==> src/rtl/uart_pkg.sv <==
// Shared types and constants for the UART baud configuration sequencer.
package uart_pkg;

    typedef enum logic [1:0] {
        IDLE,
        DRAIN,
        HOLD,
        SETTLE
    } state_t;

    localparam int DVSR_W   = 11;
    localparam int MIN_DVSR = 2;

    // 100 MHz clock, 16x oversample: dvsr = round(f / (16 * baud)) - 1
    localparam logic [DVSR_W-1:0] BAUD_TABLE [8] = '{
        11'd650,    // 9600
        11'd325,    // 19200
        11'd162,    // 38400
        11'd108,    // 57600
        11'd53,     // 115200
        11'd26,     // 230400
        11'd13,     // 460800
        11'd6       // 921600
    };

endpackage

==> src/rtl/baud_cfg_ctrl.sv <==
// Baud divisor change sequencer: drains the UART link, holds baud_gen in
// reset while dvsr is swapped, then waits for ticks before reopening the link.
//
// state  | meaning
// IDLE   | link open, requests accepted
// DRAIN  | link closed, waiting for tx/rx to finish their frames
// HOLD   | baud_gen held in reset, new divisor presented
// SETTLE | baud_gen running, counting ticks before reopening the link
module baud_cfg_ctrl #(
    parameter int DVSR_W       = uart_pkg::DVSR_W,
    parameter int RESET_SEL    = 0,
    parameter int HOLD_CYCLES  = 4,
    parameter int SETTLE_TICKS = 1,
    parameter int IDLE_TIMEOUT = 65535,
    parameter int MIN_DVSR     = uart_pkg::MIN_DVSR
) (
    input  logic              clk,
    input  logic              reset,
    input  logic              cfg_valid,
    output logic              cfg_ready,
    input  logic              cfg_raw,
    input  logic [2:0]        cfg_sel,
    input  logic [DVSR_W-1:0] cfg_dvsr,
    output logic              cfg_done,
    output logic              cfg_err,
    input  logic              tx_busy,
    input  logic              rx_busy,
    input  logic              tick,
    output logic [DVSR_W-1:0] dvsr,
    output logic              bg_rst,
    output logic              link_en
);
    import uart_pkg::*;

    localparam int HOLD_W = $clog2(HOLD_CYCLES + 1);
    localparam int TICK_W = $clog2(SETTLE_TICKS + 1);

    localparam logic [HOLD_W-1:0] HOLD_INIT  = HOLD_W'(HOLD_CYCLES);
    localparam logic [TICK_W-1:0] TICK_LAST  = TICK_W'(SETTLE_TICKS - 1);
    localparam logic [15:0]       DRAIN_LAST = 16'((IDLE_TIMEOUT == 0) ? 0 : IDLE_TIMEOUT - 1);
    localparam logic [DVSR_W-1:0] RESET_DVSR = DVSR_W'(BAUD_TABLE[RESET_SEL]);
    localparam logic [DVSR_W-1:0] MIN_DV     = DVSR_W'(MIN_DVSR);

    state_t              state, state_nxt;
    logic [HOLD_W-1:0]   hold_cnt, hold_nxt;
    logic [TICK_W-1:0]   tick_cnt, tick_nxt;
    logic [15:0]         drain_cnt, drain_nxt;
    logic [DVSR_W-1:0]   pend_dvsr, pend_nxt;
    logic [DVSR_W-1:0]   dvsr_nxt;
    logic [DVSR_W-1:0]   req_dvsr;
    logic                from_req, req_nxt;
    logic                done_nxt, err_nxt;

    // State, counters and all outputs are registered from the next-state logic.
    always_ff @(posedge clk) begin
        if (reset) begin
            state     <= HOLD;
            hold_cnt  <= HOLD_INIT;
            tick_cnt  <= '0;
            drain_cnt <= '0;
            pend_dvsr <= RESET_DVSR;
            from_req  <= 1'b0;
            dvsr      <= RESET_DVSR;
            bg_rst    <= 1'b1;
            cfg_ready <= 1'b0;
            link_en   <= 1'b0;
            cfg_done  <= 1'b0;
            cfg_err   <= 1'b0;
        end else begin
            state     <= state_nxt;
            hold_cnt  <= hold_nxt;
            tick_cnt  <= tick_nxt;
            drain_cnt <= drain_nxt;
            pend_dvsr <= pend_nxt;
            from_req  <= req_nxt;
            dvsr      <= dvsr_nxt;
            bg_rst    <= (state_nxt == HOLD);
            cfg_ready <= (state_nxt == IDLE);
            link_en   <= (state_nxt == IDLE);
            cfg_done  <= done_nxt;
            cfg_err   <= err_nxt;
        end
    end

    // Next-state, counter and divisor selection.
    always_comb begin
        state_nxt = state;
        hold_nxt  = hold_cnt;
        tick_nxt  = tick_cnt;
        drain_nxt = drain_cnt;
        pend_nxt  = pend_dvsr;
        req_nxt   = from_req;
        dvsr_nxt  = dvsr;
        done_nxt  = 1'b0;
        err_nxt   = 1'b0;
        req_dvsr  = cfg_raw ? cfg_dvsr : DVSR_W'(BAUD_TABLE[cfg_sel]);

        unique case (state)
            IDLE: begin
                if (cfg_valid && cfg_ready) begin
                    if (cfg_raw && (cfg_dvsr < MIN_DV)) begin
                        err_nxt = 1'b1;
                    end else begin
                        pend_nxt  = req_dvsr;
                        drain_nxt = '0;
                        state_nxt = DRAIN;
                    end
                end
            end
            DRAIN: begin
                if (!tx_busy && !rx_busy) begin
                    dvsr_nxt  = pend_dvsr;
                    hold_nxt  = HOLD_INIT;
                    req_nxt   = 1'b1;
                    state_nxt = HOLD;
                end else if ((IDLE_TIMEOUT != 0) && (drain_cnt >= DRAIN_LAST)) begin
                    err_nxt   = 1'b1;
                    state_nxt = IDLE;
                end else if (drain_cnt != 16'hFFFF) begin
                    drain_nxt = drain_cnt + 16'd1;
                end
            end
            HOLD: begin
                if (hold_cnt == HOLD_W'(1)) begin
                    tick_nxt  = '0;
                    state_nxt = SETTLE;
                end else begin
                    hold_nxt = hold_cnt - HOLD_W'(1);
                end
            end
            SETTLE: begin
                if (tick) begin
                    if (tick_cnt == TICK_LAST) begin
                        done_nxt  = from_req;
                        req_nxt   = 1'b0;
                        state_nxt = IDLE;
                    end else begin
                        tick_nxt = tick_cnt + TICK_W'(1);
                    end
                end
            end
            default: state_nxt = IDLE;
        endcase
    end

endmodule
==> config.mk <==
export PLATFORM = sky130hd
export DESIGN_NAME = baud_cfg_ctrl
export DESIGN_NICKNAME = d
export VERILOG_FILES = /design/src/rtl/uart_pkg.sv /design/src/rtl/baud_cfg_ctrl.sv
export SDC_FILE = /design/constraint.sdc
export NUM_CORES = 1
export LEC_CHECK = 0
export BUFFER_PORTS_ARGS = -buffer_cell sky130_fd_sc_hd__buf_2
export CAP_MARGIN = 15
export CORE_MARGIN = 4
export CORE_UTILIZATION = 56
export CTS_CLUSTER_DIAMETER = 30
export DETAILED_ROUTE_END_ITERATION = 6
export PLACE_DENSITY = 0.9
export SLEW_MARGIN = 10
export SYNTH_ARGS = -nofsm -noshare
export SYNTH_HDL_FRONTEND = slang
export SYNTH_SLANG_ARGS = --single-unit
==> constraint.sdc <==
create_clock -name clk -period 2.2 [get_ports clk]
set_clock_uncertainty 0.1 [all_clocks]
set_input_delay 0.11 -clock clk [delete_from_list [all_inputs] [get_ports clk]]
set_output_delay 0.11 -clock clk [all_outputs]
set_load 0.02 [all_outputs]
# Word level (Yosys, flattened, before mapping)
# Memories as Yosys holds them, arrays and structs flattened.
# Index checks and enable logic that the tools add are counted.
[word_totals]
mem_bits_ro = 88
n_memories = 1
ff_bits = 49
in_bits = 21
[mem_list]
columns = ["name", "words", "word_bits", "rd", "rd_clocked_by_memory_dff", "wr", "line", "source"]
rows = [
  ["(no name shown)", 8, 11, 1, 0, 0, "baud_cfg_ctrl.sv:96", "req_dvsr = cfg_raw ? cfg_dvsr : DVSR_W'(BAUD_TABLE[cfg_sel]);"],
]
[classes]
n_bitwise = 4
eq_ne = 16
n_reduce_logical = 18
n_lt_le_gt_ge = 3
addsub = 3
muxes = 33
[ops]
columns = ["cell", "n"]
rows = [
  ["$mux W16", 5],
  ["$mux W11", 3],
  ["$pmux W16 S2", 1],
  ["$ne A2 B2 Y1 const B", 10],
  ["$add A16 B1 Y16 const B", 1],
  ["$ge A16 B16 Y1 const B", 1],
  ["$ne A16 B16 Y1 const B", 1],
  ["$mux W2", 7],
  ["$lt A11 B2 Y1 const B", 1],
  ["$mux W1", 10],
  ["$reduce_and A3 Y1", 3],
  ["$pmux W2 S4", 1],
  ["$reduce_bool A2 Y1", 4],
  ["$eq A2 B2 Y1 const B", 3],
  ["$mux W3", 2],
  ["$pmux W1 S2", 3],
  ["$pmux W3 S2", 1],
  ["$reduce_and A6 Y1", 1],
  ["$ge A4 B4 Y1 const B", 1],
  ["$logic_not A2 Y1", 2],
  ["$not A3 Y4", 1],
  ["$reduce_and A4 Y1", 1],
  ["$reduce_or A4 Y1", 1],
  ["$eq A3 B1 Y1 const B", 1],
  ["7 further kinds", 12],
]

# Logic depth before layout (Yosys ltp)
[depth]
depth_word = 6
ltp_mapped = 9
ltp_nobuf = 7

# Worst setup path before layout
# Ideal clock, no wire load.
[synth_timing]
path_kind = "flip-flop to flip-flop"
from = "reg drain_cnt[0]"
to = "reg drain_cnt[6]"
path_stages_with_launch = 9
arrival_time_ps = 1826
path_buffers = 1
slack_ps = 204
cell_sequence = "dfxtp_1 > inv_1 > ha_1 > or2_1 > o22ai_1 > o211ai_2 > buf_2 > or4_1 > a21oi_1"
[synth_via]
elab_chain_cells = 5
elab_cells_between_ends = 10
cone_classes = "1 x add/sub; 1 x order compare; 3 x eq/ne; 4 x mux; 1 x reduce/logical"
[synth_rtl]
columns = ["item", "line", "source"]
rows = [
  ["from (decl)", "baud_cfg_ctrl.sv:47", "logic [15:0] drain_cnt, drain_nxt;"],
  ["from (signal assigned)", "baud_cfg_ctrl.sv:73", "drain_cnt <= drain_nxt;"],
  ["$add A16 B1 Y16", "baud_cfg_ctrl.sv:120", "drain_nxt = drain_cnt + 16'd1;"],
  ["$mux W16", "baud_cfg_ctrl.sv:119", "end else if (drain_cnt != 16'hFFFF) begin"],
  ["$mux W16", "baud_cfg_ctrl.sv:116", "end else if ((IDLE_TIMEOUT != 0) && (drain_cnt >= DRAIN_LAST)) begin"],
  ["$mux W16", "baud_cfg_ctrl.sv:111", "if (!tx_busy && !rx_busy) begin"],
  ["$pmux W16 S2", "baud_cfg_ctrl.sv:98", "unique case (state)"],
]
# Several ways; a longest one is shown, not always the timed one. The select of a mux whose other input is x is not followed.
# A chain may end at the register's enable or synchronous reset.

# Worst setup path in the final report
# Same ends and word-level chain as after synthesis.

==> flow_summary_export.csv <==
group,metric,value,unit
outcome,status,"finished with violations",
outcome,violations,"hold timing",
finish,layout.cells.non_filler,371,
cts,cts_buffer_depth,2,
sta,fin_crit,2.08,ns
finish,fillers,322,
place,hpwlAfterDp,3700,um
global_route,grt_start_max_net_pins,24,
pwr,p_int,0.00130,W
drt,wire_per_inst,13.2,um
global_route,grt_pass1_vias,2042,
synthesis,synth_cells,287,
synthesis,synthArstFlopShare,0,%
floorplan,ios,37,
critical_path,crit_start,"drain_cnt[0]",
critical_path,cp-end-kind,"flip-flop",
pwr,sw_frac_of_total,30.7,%
critical_path,crit-reg2reg-launch,"drain_cnt[0]",
synthesis,avgSynthCellArea,8.01,um^2
synthesis,synth_seq_cells,48,
drt,vias_per_cell,5.73,
floorplan,die_w,72.1,um
sta,max_freq,481,MHz
cts,clock_latency,0.31,ns
place,placedInstanceArea,2500,um^2
global_route,grt_pass1_wl,8580,um
place,dp_slack,0.0720,ns
pwr,power.switching,0.000574,W
floorplan,die_area,5200,um^2
pwr,combPwrFrac,20.1,%
critical_path,cp_max_fo,13,
drt,drtIter0Drc,80,
sta,finalWorstSetupSlack,0.122,ns
synthesis,synth.distinct_cells,44,
finish,drive_above_1_share,17.8,%
place,place.gp.congestion,0.862,
pwr,p_total,0.00187,W
cts,path_clk_slew,0.09,ns
finish,num-nets-final,350,
cts,clock-sinks,48,
sta,finalHoldViolations,1,
synthesis,ys.warnings.count,0,
cts,numCtsBuffers,5,
job,cap_viol_max_count,0,
floorplan,rows,23,
cts,cts_root_buffer,"clkbuf_8",
global_route,overflow,0,
cts,cts_tree,"built",
floorplan,fp.dieH,72.1,um
pwr,seqPwrFrac,50.8,%
worst_hold_path,hold_path.startpoint,"cfg_dvsr[0]",
sta,finalSetupViolCount,0,
floorplan,core_area,4000,um^2
synthesis,synth-seq-area-share,41.8,%
sta,fin_hold_ws,-0.00197,ns
worst_hold_path,hold_class,"in -> reg",
cts,cts_setup_buffers,0,
sta,slew_violations,0,
pwr,power.density,715,nW/um^2
drt,drtAntennaViolNets,0,
critical_path,crit_type,"reg -> reg",
place,numPortBuffers,36,
drt,dr.pass1.iters,4,
finish,syn_to_final_growth,13.8,%
drt,routed_wl,4900,um
drt,dr_total_vias,2126,
critical_path,start_kind,"flip-flop",
drt,drc,0,
global_route,grt.total_usage,20.4,%
finish,n_antenna_cell,0,
drt,dr_wl_met2,2420,um
synthesis,synth_area,2300,um^2
drt,met3WireLength,202,um
cts,htree_levels,2,
place,place_inst,362,
finish,regArea,962,um^2
critical_path,arrival,2.22,ns
global_route,antenna_found_initial,0,
pwr,clkPwrFrac,29.1,%
pwr,irDropWorstVdd,544,uV
sta,worstMarginPinSlew,0.598,ns
drt,top_layer,"met4",
critical_path,crit_required,2.34,ns
synthesis,synth_edf_count,0,
drt,wl_met1,2110,um
floorplan,start_util,57.5,%
pwr,p_leak,1.02,nW
synthesis,synth_nets,317,
finish,multi_input_area,1210,um^2
synthesis,dominantRegCellSynth,"dfxtp_1",
sta,finalCritPeriodShare,94.4,%
sta,rsz0062_at_grt,"yes",
finish,fin_area,2620,um^2
sta,maxSlewHeadroom,59.8,%
-- synthesized netlist by cell type, types with 2 or more instances --
master / count / area [um^2]
buf_2: 2 / 10.0
nor2_1: 26 / 97.6
mux2i_1: 4 / 40.0
o21ai_0: 4 / 20.0
o21a_1: 4 / 30.0
nand2_1: 42 / 158
nor2b_1: 4 / 25.0
clkbuf_1: 12 / 45.0
o211ai_1: 4 / 30.0
a211oi_1: 4 / 30.0
nor3_1: 7 / 35.0
a221oi_1: 2 / 17.5
nor4_1: 4 / 25.0
ha_1: 9 / 113
or2_1: 2 / 12.5
a21oi_1: 32 / 160
nand4_1: 5 / 31.3
dfxtp_1: 48 / 961
o31ai_1: 5 / 37.5
or4_1: 5 / 37.5
inv_1: 10 / 37.5
nand2b_1: 3 / 18.8
nand3_1: 13 / 65.1
o21ai_1: 7 / 35.0
or3_1: 10 / 62.6
-- registers in the layout, summed over array words and instances (netlist names) --
name and count:
bg_rst 1, cfg_done 1, cfg_err 1, drain_cnt 16
dvsr 11, from_req 1, hold_cnt 3, link_en 1
pend_dvsr 11, state 2
-- stage by stage --
step	TNS [ns]	utilization, %	hold WS, ns
2_1_floorplan	0	-	0.134
3_3_place_gp	0	62.6	0.290
3_5_place_dp	0	62.6	0.289
4_1_cts	0	65.2	0.000859
5_1_grt	-0.0261	65.4	0.0172
6_report	0	65.4	-0.00197
-- logic make-up (layout without fill, tap and decap cells) --
| logic type | after synthesis | after routing | share of synthesized area, % |
|---|---|---|---|
| DFF | 48 | 48 | 41.8 |
| muxes | 4 | 4 | 1.74 |
| AOI/OAI and AO/OA | 70 | 70 | 18.7 |
| buffers and inverters | 28 | 62 | 5.66 |
| xor gates and xnor gates | 2 | 2 | 0.762 |
| and+or+nand+nor | 126 | 126 | 26.5 |
| adders and majority gates | 9 | 9 | 4.90 |
-- area by class of cell --
class                           instances  share of cell area [%]
Clock inverter                          3                   0.956
Inverter                               10                    1.43
Multi-Input combinational cell        211                    46.4
Clock buffer                            5                    2.63
Sequential cell                        48                    36.8
Tap cell                               50                    2.39
Timing Repair Buffer                   44                    9.42
-- critical path, stage by stage, from the launching register on --
cell and delay, ns:
dfxtp_2 0.35, inv_1 0.07, ha_1 0.18, or2_1 0.24, o22ai_2 0.14, o211ai_2 0.12, buf_4 0.20, or4_1 0.46
a21oi_1 0.15
-- metal layers --
metal / GRT usage [%] / vias up
met3: 3.88 / 14
li1: - / 1073
met4: 10.4 / 0
met2: 35.6 / 52
met5: 0 / -
met1: 23.8 / 987
-- cells in the final DEF (no fill, tap or decap), types with 5 or more instances in the layout --
| master | netlist | routed |
|---|---|---|
| or4_1 | 5 | 5 |
| o21ai_1 | 7 | 7 |
| o31ai_1 | 5 | 5 |
| nand2_1 | 42 | 42 |
| nor3_1 | 7 | 7 |
| nand4_1 | 5 | 5 |
| buf_4 | 1 | 6 |
| ha_1 | 9 | 9 |
| or3_1 | 10 | 10 |
| nor2_1 | 26 | 26 |
| clkbuf_8 | 0 | 5 |
| inv_1 | 10 | 10 |
| dfxtp_1 | 48 | 47 |
| buf_2 | 2 | 36 |
| nand3_1 | 13 | 13 |
| a21oi_1 | 32 | 32 |
-- path summary, 6_finish.rpt --
| path | endpoint | slack (ns) | depth (start not counted) |
|---|---|---|---|
| min | pend_dvsr[0] | -0.002 | 3 |
| max | drain_cnt[6] | 0.12 | 8 |
| max reg2reg | drain_cnt[6] | 0.12 | 8 |
| min reg2reg | dvsr[0] | 0.36 | 2 |
-- power groups by stage --
| stage | clock [W] | sequential, W | combinational [W] |
|---|---|---|---|
| finish | 0.000545 | 0.000950 | 0.000376 |
| global route | 0.000596 | 0.000957 | 0.000428 |
| CTS | 0.000558 | 0.000949 | 0.000373 |
| detailed placement | 0 | 0.000969 | 0.000369 |
| global placement | 0 | 0.000966 | 0.000358 |
| floorplan | 0 | 0.000970 | 0.000272 |
-- what timing repair did --
item                       CTS  global route
setup endpoints to repair    0             7
resized for setup            0             3
hold endpoints to repair     1             0
hold buffers                 1             0
No activity file was read; power rests on OpenSTA's default activity.
